**src/rtl/light_sequencer.sv**
```systemverilog
// Traffic-light phase controller: sequences GREEN/YELLOW/RED through an external
// down-counter, with pedestrian early-yellow and a maintenance flashing-yellow mode.
module light_sequencer #(
  parameter int pCNT_WIDTH     = 5,
  parameter int pINIT_WIDTH    = 3,
  parameter int pTICK_DIV      = 50000000,
  parameter int pTICK_WIDTH    = 26,
  parameter int pPED_MIN_GREEN = 5
) (
  input  logic                   clk,
  input  logic                   rst_n,
  input  logic                   cnt_last,
  input  logic [pCNT_WIDTH-1:0]  cnt_val,
  input  logic                   ped_req,
  input  logic                   flash_req,
  output logic [pINIT_WIDTH-1:0] cnt_init,
  output logic                   cnt_en,
  output logic [pINIT_WIDTH-1:0] light,
  output logic                   ped_wait
);

  typedef enum logic [2:0] {
    ST_START,
    ST_GREEN,
    ST_YELLOW,
    ST_RED,
    ST_FLASH
  } state_t;

  localparam logic [pINIT_WIDTH-1:0] LP_GREEN  = pINIT_WIDTH'(1);
  localparam logic [pINIT_WIDTH-1:0] LP_YELLOW = pINIT_WIDTH'(2);
  localparam logic [pINIT_WIDTH-1:0] LP_RED    = pINIT_WIDTH'(4);

  state_t                  r_state;
  logic [pTICK_WIDTH-1:0]  r_presc;
  logic [pINIT_WIDTH-1:0]  r_cnt_init;
  logic [pINIT_WIDTH-1:0]  r_light;
  logic                    r_ped_wait;

  logic w_tick;
  logic w_in_phase;
  logic w_loaded;
  logic w_expire;
  logic w_shorten;
  logic w_enter_red;

  assign w_tick     = (r_presc == pTICK_WIDTH'(pTICK_DIV - 1));
  assign w_in_phase = (r_state == ST_GREEN) || (r_state == ST_YELLOW) || (r_state == ST_RED);
  // The counter reloads on the edge after cnt_init, so its outputs are stale until then.
  assign w_loaded   = (r_cnt_init == '0);
  assign w_expire   = w_in_phase && w_loaded && w_tick && cnt_last;
  assign w_shorten  = (r_state == ST_GREEN) && w_loaded && r_ped_wait &&
                      (cnt_val > pCNT_WIDTH'(pPED_MIN_GREEN));
  assign w_enter_red = !flash_req &&
                       (((r_state == ST_YELLOW) && w_expire) || (r_state == ST_FLASH));

  always_ff @(posedge clk) begin
    if (!rst_n) begin
      r_state    <= ST_START;
      r_presc    <= '0;
      r_cnt_init <= '0;
      r_light    <= '0;
      r_ped_wait <= 1'b0;
    end else begin
      // Realign the tick grid to each counter reload; free-run otherwise (incl. FLASH).
      if (!w_loaded || w_tick) r_presc <= '0;
      else                     r_presc <= r_presc + pTICK_WIDTH'(1);

      if (flash_req || w_enter_red) r_ped_wait <= 1'b0;
      else if (ped_req)             r_ped_wait <= 1'b1;

      r_cnt_init <= '0;
      if (flash_req) begin
        r_state <= ST_FLASH;
        if (r_state != ST_FLASH) r_light <= LP_YELLOW;
        else if (w_tick)         r_light <= r_light ^ LP_YELLOW;
      end else begin
        case (r_state)
          ST_START: begin
            r_state    <= ST_GREEN;
            r_light    <= LP_GREEN;
            r_cnt_init <= LP_GREEN;
          end
          ST_GREEN: begin
            if (w_expire || w_shorten) begin
              r_state    <= ST_YELLOW;
              r_light    <= LP_YELLOW;
              r_cnt_init <= LP_YELLOW;
            end
          end
          ST_YELLOW: begin
            if (w_expire) begin
              r_state    <= ST_RED;
              r_light    <= LP_RED;
              r_cnt_init <= LP_RED;
            end
          end
          ST_RED: begin
            if (w_expire) begin
              r_state    <= ST_GREEN;
              r_light    <= LP_GREEN;
              r_cnt_init <= LP_GREEN;
            end
          end
          ST_FLASH: begin
            r_state    <= ST_RED;
            r_light    <= LP_RED;
            r_cnt_init <= LP_RED;
          end
          default: begin
            r_state <= ST_START;
            r_light <= '0;
          end
        endcase
      end
    end
  end

  assign cnt_init = r_cnt_init;
  assign light    = r_light;
  assign ped_wait = r_ped_wait;
  assign cnt_en   = w_tick && w_in_phase && w_loaded;

endmodule

```
**config.mk**
```make
export PLATFORM = sky130hd
export DESIGN_NAME = light_sequencer
export DESIGN_NICKNAME = d
export VERILOG_FILES = /design/src/rtl/light_sequencer.sv
export SDC_FILE = /design/constraint.sdc
export NUM_CORES = 1
export LEC_CHECK = 0
export ABC_AREA = 1
export CAP_MARGIN = 20
export CELL_PAD_IN_SITES_DETAIL_PLACEMENT = 0
export CELL_PAD_IN_SITES_GLOBAL_PLACEMENT = 1
export CORE_AREA = 4 4 68 76
export DETAILED_ROUTE_END_ITERATION = 10
export DIE_AREA = 0 0 72 80
export GPL_ROUTABILITY_DRIVEN = 0
export PLACE_DENSITY_LB_ADDON = 0.1
export SLEW_MARGIN = 20
export SYNTH_ARGS = -nofsm -noshare
export SYNTH_HDL_FRONTEND = slang
export SYNTH_SLANG_ARGS = --single-unit
```
**constraint.sdc**
```tcl
create_clock -name clk -period 3.05 [get_ports clk]
set_input_delay 0.305 -clock clk [delete_from_list [all_inputs] [get_ports clk]]
set_output_delay 0.305 -clock clk [all_outputs]
set_load 0.03 [all_outputs]
```
* Word-level counts from Yosys, hierarchy flattened *
Cells that the tools add are included.

operators by class
  eq/ne operators = 14
  bitwise gates (word level) = 2
  add/subtract/negate cells = 1
  reduce and logical (&&, ||, !) cells = 27
  magnitude comparators = 1
  multiplexer cells = 14

operator list
  operator                 count
  $pmux W3 S5              3
  $add A26 B1 Y26 const B  1
  $eq A26 B26 Y1 const B   1
  $mux W3                  8
  $logic_and A1 B1 Y1      10
  $ne A3 B3 Y1 const B     3
  $reduce_and A4 Y1        2
  $eq A3 B2 Y1 const B     2
  $logic_not A3 Y1         2
  $logic_or A1 B1 Y1       6
  $reduce_and A3 Y1        2
  $reduce_or A2 Y1         3
  $gt A5 B3 Y1 const B     1
  $mux W2                  2
  $ne A2 B1 Y1 const B     2
  $ne A2 B2 Y1 const B     2
  $eq A3 B1 Y1 const B     1
  $eq A3 B3 Y1 const B     1
  $ne A3 B1 Y1 const B     1
  $ne A3 B2 Y1 const B     1
  $logic_not A1 Y1         2
  $not A1 Y1               2
  $mux W1                  1

storage, ports and cells
  output and inout bits = 8
  word-level logic and storage cells = 66
  flip-flop bits (word level) = 36

* Longest topological paths before layout *
  depth in word-level cells = 11
  mapped depth = 11
  depth with buffers taken out = 11

* Least setup slack after synthesis *
No wires, ideal clock.

  path kind = flip-flop to output port
  start = register r_presc[0]
  end = output cnt_en
  path slack = 1,023 ps
  buffers on the path = 0
  data arrival time = 1,722 ps
  data required time = 2,745 ps
  cell stages (with the launch flop) = 8
  cells stage by stage = dfxtp_1 > ha_1 > nand2_2 > nor2_4 > nand2_1 > nor2_1 > nand2_1 > nor3_1

on the way
  word-level cells in the longest chain between the ends = 3

RTL lines
  item                               line  RTL
  start: declaration                 35    logic [pTICK_WIDTH-1:0] r_presc;
  start signal: assignment           67    else r_presc <= r_presc + pTICK_WIDTH'(1);
  $eq A26 B26 Y1                     47    assign w_tick = (r_presc == pTICK_WIDTH'(pTICK_DIV - 1));
  $logic_and A1 B1 Y1 (2 in series)  122   assign cnt_en = w_tick && w_in_phase && w_loaded;
  end: declaration                   17    output logic cnt_en,

Every way passes these cells.

* Final worst setup path *
Ends and elaborated chain as after synthesis.

==> key figures <==
Clock tree
  – Post-cts resize count: 0
  – TritonCTS buffer count: 5
  – Clk_lat worst skew: ~0.28 ns
  – Clock buffer depth: 2
  – Hold_buf cts: 0
  – CTS tree: built
  – Setup bufs post-CTS: 0
  – Clock Sinks: 36
  – H-Tree Depth: 2
  – Root Buffer Master: clkbuf_8
  – Worst-path clk slew: 0.07 ns

Synthesis
  – Post-synthesis sequential area ratio: 39.0%
  – Count of cell types in the netlist: 31
  – Synth warn: 0
  – Syn avg cell area: 6.89 sq um
  – Cells after Synth: about 270
  – Yosys reg bits: 36
  – Synth Net Count: about 280
  – Mapped Area: 1850 sq um

STA
  – Crit path time final: 2.68 ns
  – Final Cycle Share: 87.9%
  – Final slew viol count: 0
  – F_max: 0.373 GHz
  – Setup violations, final: 0
  – RSZ-0062 raised after global routing: no
  – Worst setup margin: 0.369 ns
  – Final hold vios: 0
  – Total negative setup slack: 0 ns
  – Skew final: roughly 0.0056 ns
  – Hold WS: around 0.47 ns
  – Slew of the pin with the lowest slew margin: 0.454 ns
  – Worst slew margin: approximately 70%

Route
  – Via density: 4.90
  – Routed len/inst: 12.0 um
  – DRT Pass-1 Iters: 4
  – Detailed Route WL: 4.13 mm
  – DRC viols: 0
  – Initial DRC Count: 76
  – Vias post-DR: 1686
  – Antenna Nets Post-Route: 0

Place
  – Worst Setup Slack post-DPL: 0.670 ns
  – Dpl cell area: 2070 sq um
  – Detail Placement HPWL: 3.16 mm
  – Port Buf Inserts: 16

Worst setup path
  – Critical path buffers and inverters: 1
  – FF-to-FF Start: r_presc[0]
  – Worst path slowest cell: clkdlybuf4s50_1
  – CP Capture Type: output port
  – Worst EP required: 2.74 ns
  – Largest stage delay, worst path: 0.70 ns
  – Family with the most delay on the worst path: simple AND/OR/NAND/NOR gates
  – R2R cell count: 10
  – Worst R2R Setup Slack: 1.00 ns
  – Worst reg2reg endpoint: r_presc[3]
  – Max FO, Critical Path: 5
  – CP arrival: approximately 2.4 ns
  – CP Class: reg -> out
  – CP startpoint kind: flop
  – Top cell by count, worst path: nand2_1
  – CP Cell Sequence: ha_1 -> nand2_2 -> nor2_4 -> nand2_1 -> nor2_1 -> nand2_1 -> nor3_1 -> clkdlybuf4s50_1

Pwr
  – Internal cell power: around 0.73 mW
  – Sw frac: 24.9%
  – Seq pwr share: between 50% and 60%
  – P_leak: 0.817 nW
  – Net Sw Power: 0.240 mW
  – Pwr dens: 446 nW/um^2
  – Clock power share: 37.8%
  – Logic pwr share: 11.0%
  – Maximum VDD drop: 0.000225 V

Finish
  – Antenna diode count: 0
  – Nets: roughly 300
  – Fin util: between 50% and 60%
  – Synth-to-Final Area Change: 17.3%
  – # fillers: 458
  – Share of layout cells above drive strength 1: 9.66%
  – Fin area: roughly 2200 sq um

Floorplanning
  – Top Ports: 18
  – Die Ht: 80 um
  – Initial core utilization: 42.8%
  – Die Footprint: 5760 sq um
  – Rows: 25
  – Die W: around 70 um
  – Core region area: approximately 4300 sq um

Global route
  – GRT Resource Usage Total: between 10% and 20%
  – Vias in the first global route: 1581
  – Largest net degree at the start of global routing: 20
  – Initial antenna violation count: 0
  – Grt total ovfl: 0
  – First-pass GRT wire length: 7.19 mm

Hold path
  – HP Start: r_presc[20]
  – Hold depth: 2
  – WHS Endpoint: r_presc[20]
  – Min-Delay Path Class: reg -> reg

Flow run
  – Maxcap violations: 0

Outcome
  – Status: finished clean
==> per-layer routing <==
layer	vias to the layer above	track usage (%)	wire length, um
li1	912	-	-
met1	749	20.1	2000
met2	19	26.2	1910
met3	6	4.28	141
met4	0	6.20	70
met5	-	0	0
==> final cells by class <==
cell class / instances / area, sq um / share of cell area (%)
well taps: 54 / 67.6 / 3.12
inverters: 37 / 139 / 6.41
clock buffers: 7 / 96.3 / 4.45
repair buffers: 16 / 160 / 7.39
multi-input cells: 194 / 982 / 45.3
flip-flops and latches: 36 / 721 / 33.3
==> worst max-delay path by stage <==
stage	startpoint	endpoint	cells after the start
6_report	r_presc[0]	cnt_en	8
5_1_grt	r_presc[0]	cnt_en	8
4_1_cts	r_presc[0]	cnt_en	8
3_5_place_dp	r_presc[0]	cnt_en	8
3_3_place_gp	r_presc[0]	cnt_en	8
2_1_floorplan	r_presc[0]	cnt_en	7
==> cells by family (layout without fill, tap and decap cells) <==
logic type | count (synthesis) | after routing | share of synthesized area, %
adder cells (fa/ha/maj) | 1 | 1 | 0.677
XOR/XNOR | 4 | 4 | 1.90
AND/OR/NAND/NOR | 153 | 153 | 40.2
AO/OA/AOI/OAI | 36 | 36 | 10.4
buffers and inverters | 38 | 60 | 7.79
flip-flops | 36 | 36 | 39.0
==> sequential cells by signal, indices dropped and copies added, names as in the netlist <==
name and cells:
cnt_init 3, ped_wait 1, r_state 3, light 3, r_presc 26
==> worst min-delay path: stages (launching register included) <==
cell,delay (ns)
dfxtp_1,0.33
inv_1,0.05
a21oi_1,0.05
==> layout by cell type (no fill, tap or decap) <==
| master | n |
|---|---|
| a211oi_1 | 1 |
| a21oi_1 | 19 |
| a31o_2 | 1 |
| a31oi_1 | 2 |
| and2_1 | 1 |
| clkbuf_8 | 7 |
| clkdlybuf4s50_1 | 16 |
| dfxtp_1 | 36 |
| ha_1 | 1 |
| inv_1 | 32 |
| inv_2 | 5 |
| nand2_1 | 61 |
| nand2_2 | 3 |
| nand3_1 | 15 |
| nand3_2 | 4 |
| nand3b_1 | 1 |
| nand4_1 | 5 |
| nand4_4 | 1 |
| nor2_1 | 40 |
| nor2_4 | 4 |
| nor3_1 | 10 |
| nor3_4 | 1 |
| nor3b_1 | 2 |
| nor4_1 | 1 |
| nor4_2 | 1 |
| o21a_1 | 1 |
| o21ai_0 | 8 |
| o21ai_1 | 4 |
| or2_0 | 2 |
| or2_2 | 1 |
| xnor2_1 | 1 |
| xor2_1 | 3 |
==> per-stage QoR <==
step | std cells | power [mW]
after floorplan | 268 | 0.572
after CTS | 344 | 0.984
final | 344 | 0.965
after global routing | 344 | 1.02
after detailed placement | 337 | 0.612
after global placement | 337 | 0.612
==> power by group through the flow <==
stage	Clock (mW)	Combinational, mW	Sequential [mW]
after floorplan	0	0.0571	0.515
after global placement	0	0.108	0.505
after detailed placement	0	0.107	0.505
after CTS	0.383	0.107	0.494
after global routing	0.402	0.121	0.496
final	0.365	0.106	0.494
==> cell usage after synthesis <==
master,number,area (sq um)
nor2_4,4,45.0
a31oi_1,2,12.5
ha_1,1,12.5
inv_2,5,18.8
dfxtp_1,36,721
nand4_1,5,31.3
or2_0,2,12.5
nor3b_1,2,15.0
nand3b_1,1,7.51
nand3_2,4,40.0
nor3_1,10,50.1
nor3_4,1,16.3
and2_1,1,6.26
nor4_2,1,12.5
o21a_1,1,7.51
o21ai_0,8,40.0
a31o_2,1,8.76
inv_1,32,120
nand3_1,15,75.1
xnor2_1,1,8.76
a211oi_1,1,7.51
nand2_2,3,18.8
nand4_4,1,21.3
nor4_1,1,6.26
xor2_1,3,26.3
nand2_1,61,229
o21ai_1,4,20.0
nor2_1,40,150
buf_2,1,5.00
or2_2,1,6.26
a21oi_1,19,95.1
Power figures use the tool's default switching activity.
==> RTL change 1, RTL diff (same flow settings) <==
The 5 states of `state_t` get a Gray code encoding in 3 bits.
--- a/src/rtl/light_sequencer.sv
+++ b/src/rtl/light_sequencer.sv
@@ -22,7 +22,7 @@
   typedef enum logic [2:0] {
-    ST_START,
-    ST_GREEN,
-    ST_YELLOW,
-    ST_RED,
-    ST_FLASH
+    ST_START  = 3'b000,
+    ST_GREEN  = 3'b001,
+    ST_YELLOW = 3'b011,
+    ST_RED    = 3'b010,
+    ST_FLASH  = 3'b110
   } state_t;
Check against the original RTL: same outputs for any inputs over 10 cycles, from zero or initial values and one cycle with rst_n low; not proved beyond that.
==> RTL change 1 against the unedited design <==
Synthesized area grew 5.4%; critical endpoint unchanged; non-clock buffer count stayed put; first-iteration DRC count grew 57%; highest routed layer unchanged; routed wire length increased by 0.99%; count of clock-buffer cells in the layout is 1 lower; design area rose by 3.5%; sequential cell count stayed put; setup slack better by 0.15 ns; sequential power down 1%; fmax rose by 5.8%; sequential share of layout area fell by 1.1 points; power shrank 7.4%.
==> RTL change 1: results (changes against the unedited design) <==
Parameter                              Value

Hold path
  Startpoint of the worst hold path ... r_presc[0]$_SDFF_PP0_
  Hold path cells ... 1 (-1)

Timing
  Worst setup skew after layout ... 0.00923 ns (+0.00361 ns)
  Worst-case hold slack ... 0.445 ns (-0.0226 ns)
  Worst slew margin ... 76.5% (+6.8 points)
  Worst path setup slack after routing ... 0.515 ns (+0.146 ns)

Detailed routing
  Wire length on met3 ... 142 um (+0.71%)
  Detailed-routed wire length on met2 ... 1930 um (+1.0%)
  DR iter-0 viols ... 119 (+57%)
  Mean number of vias per cell ... 4.97 (+1.3%)
  Met1 WL ... 2010 um (+0.25%)
  Top layer used by detailed routing ... met4

Worst setup path
  Worst R2R Setup Slack ... 1.32 ns (+0.32 ns)
  Maximum single-stage delay on the critical path ... 0.67 ns (-0.03 ns)
  Endpoint of the worst register-to-register path ... light[2]$_SDFFE_PN0P_
  Crit-path leading delay family ... buffers and inverters
  Worst Setup EP ... cnt_en

Placement
  Post-place setup slack ... 0.818 ns (+0.148 ns)
  Instance area at placement ... 2160 um^2 (+4.5%)
  Number of cells after detailed placement ... 338 (+0.30%)
  HPWL after detailed placement ... 3250 um (+2.8%)

Logic synthesis
  Sequential element share of the synthesized area ... 37.0% (-2.0 points)
  Leading post-synthesis cells by cell area ... sky130_fd_sc_hd__dfxtp_1, sky130_fd_sc_hd__nand2_1, sky130_fd_sc_hd__nor2_1
  Post-synthesis area per instance ... 7.21 um^2 (+4.6%)
  Post-synth top cells ... sky130_fd_sc_hd__nand2_1, sky130_fd_sc_hd__dfxtp_1, sky130_fd_sc_hd__nor2_1, sky130_fd_sc_hd__inv_1, sky130_fd_sc_hd__a21oi_1

Layout
  Post-route non-filler standard cell count ... 345 (+0.29%)
  Number of nets in the finished design ... 302 (+0.33%)
  Ratio of cells with drive above 1 in the final layout ... 17.2% (+7.5 points)
  Count of fill cells added during filler insertion ... 470 (+2.6%)

Global routing
  GR met1 Demand/Resource ... 20.5% (+0.42 points)
  Maximum number of pins on one net before global-route repair ... 18 (-10%)
  Number of global-route vias before repair ... 1626 (+2.8%)
  First-pass GRT wire length ... 7090 um (-1.3%)
  Met3 Resource Use GR ... 2.64% (-1.6 points)
  Met2 layer usage reported by global route ... 25.0% (-1.2 points)

Run status
  Status ... finished clean

Pwr
  Leak Pwr ... 0.816 nW (-0.14%)
  Maximum resistive drop on vdd ... 0.220 mV (-2.3%)
==> RTL change 1: worst reg2reg max path, cell delays in order (launching register included) <==
cell and delay (ns):
sky130_fd_sc_hd__dfxtp_1 0.35, sky130_fd_sc_hd__ha_1 0.20, sky130_fd_sc_hd__nand3_2 0.14, sky130_fd_sc_hd__inv_2 0.14, sky130_fd_sc_hd__nand2_1 0.08, sky130_fd_sc_hd__nor2_2 0.18
sky130_fd_sc_hd__nand4_4 0.15, sky130_fd_sc_hd__nand3_2 0.12, sky130_fd_sc_hd__nand2_2 0.07, sky130_fd_sc_hd__nor2_2 0.12, sky130_fd_sc_hd__o21ai_1 0.07
==> RTL change 1: power by group through the flow <==
stage               clock (mW)  sequential (mW)  combinational [mW]
global placement             0            0.499              0.0902
floorplan                    0            0.506              0.0515
global route             0.345            0.490               0.103
detailed placement           0            0.499              0.0906
CTS                      0.328            0.488              0.0908
finish                   0.316            0.488              0.0893
==> RTL change 1: cell families (layout without fill, tap and decap cells) <==
| kind of cell | count (synthesis) | count (layout) | synth area share (%) |
|---|---|---|---|
| XOR/XNOR | 3 | 3 | 1.35 |
| AND/OR/NAND/NOR | 152 | 152 | 42.6 |
| buffers and inverters | 43 | 64 | 8.42 |
| AO/OA/AOI/OAI | 35 | 35 | 9.90 |
| flip-flops | 36 | 36 | 37.0 |
| adder cells (fa/ha/maj) | 1 | 1 | 0.643 |
==> RTL change 1: area by class of cell <==
class / instances / area (um^2) / share of cell area [%]
clock buffer: 6 / 72.6 / 3.24
clock inverter: 1 / 5.00 / 0.223
multi-input combinational: 191 / 1060 / 47.3
sequential: 36 / 721 / 32.2
tap: 54 / 67.6 / 3.02
inverter: 41 / 154 / 6.87
timing repair buffer: 16 / 160 / 7.15
==> RTL change 2, RTL diff (same flow settings) <==
Without the edit above. Set the parameter `pTICK_WIDTH` to 34 (it was 26).
--- a/src/rtl/light_sequencer.sv
+++ b/src/rtl/light_sequencer.sv
@@ -6,3 +6,3 @@
   parameter int pTICK_DIV      = 50000000,
-  parameter int pTICK_WIDTH    = 26,
+  parameter int pTICK_WIDTH    = 34,
   parameter int pPED_MIN_GREEN = 5
Check against the original RTL: no difference found for any inputs over 10 cycles, from zero or initial values and one cycle with rst_n low; that may be too few to reach the edited logic, so the function may still have changed.
==> RTL change 2 against the unedited design <==
The flow now stops in global placement (3_3_place_gp); synthesized area is 38% higher.
==> RTL change 2: results (changes against the unedited design) <==
Parameter                              Value

Logic synthesis
  Ys async rst share ... 0% (unchanged)
  Leading post-synthesis cells by cell area ... sky130_fd_sc_hd__dfxtp_1, sky130_fd_sc_hd__nand2_1, sky130_fd_sc_hd__nor2_1
  Primary FF master, synth ... sky130_fd_sc_hd__dfxtp_1
  Number of warning messages in the yosys log ... 0 (unchanged)
  Post-synth top cells ... sky130_fd_sc_hd__nand2_1, sky130_fd_sc_hd__nor2_1, sky130_fd_sc_hd__inv_1, sky130_fd_sc_hd__dfxtp_1, sky130_fd_sc_hd__a21oi_1
  Synthesized Nets ... 397 (+42%)
  Count of distinct cell types in the synthesized netlist ... 36 (+16%)
  Synthesized netlist cell count ... 386 (+44%)
  Total of flip-flops plus latches after synthesis ... 44 (+22%)
  Sequential element share of the synthesized area ... 34.7% (-4.3 points)

Run status
  Halt Stage ... global placement (3_3_place_gp)
  Status ... did not finish
  Error message ... [ERROR FLW-0024] Place density exceeds 1.0 (current PLACE_DENSITY_LB_ADDON =  0.1). Please check if the value of  PLACE_DENSITY_LB_ADDON is between 0 and 0.99.

Placement
  Total of buffers placed on input and output ports ... 16 (unchanged)
RTL change 2: cell types whose count changed after synthesis, sizes merged, moves of 3 or more:
| cell | delta |
|---|---|
| nand2 | +35 |
| nor2 | +21 |
| inv | +18 |
| nor3 | +12 |
| dfxtp | +8 |
| nand4 | +8 |
| a21oi | +5 |
| nor4 | +5 |
| xor2 | +4 |
| nor3b | +3 |
| o21ai | -3 |
RTL change 2: kinds of logic after synthesis:
group | synth area share [%]
flip-flops | 34.7
AO/OA/AOI/OAI | 7.88
adder cells (fa/ha/maj) | 0.493
AND/OR/NAND/NOR | 45.7
buffers and inverters | 8.82
XOR/XNOR | 2.41
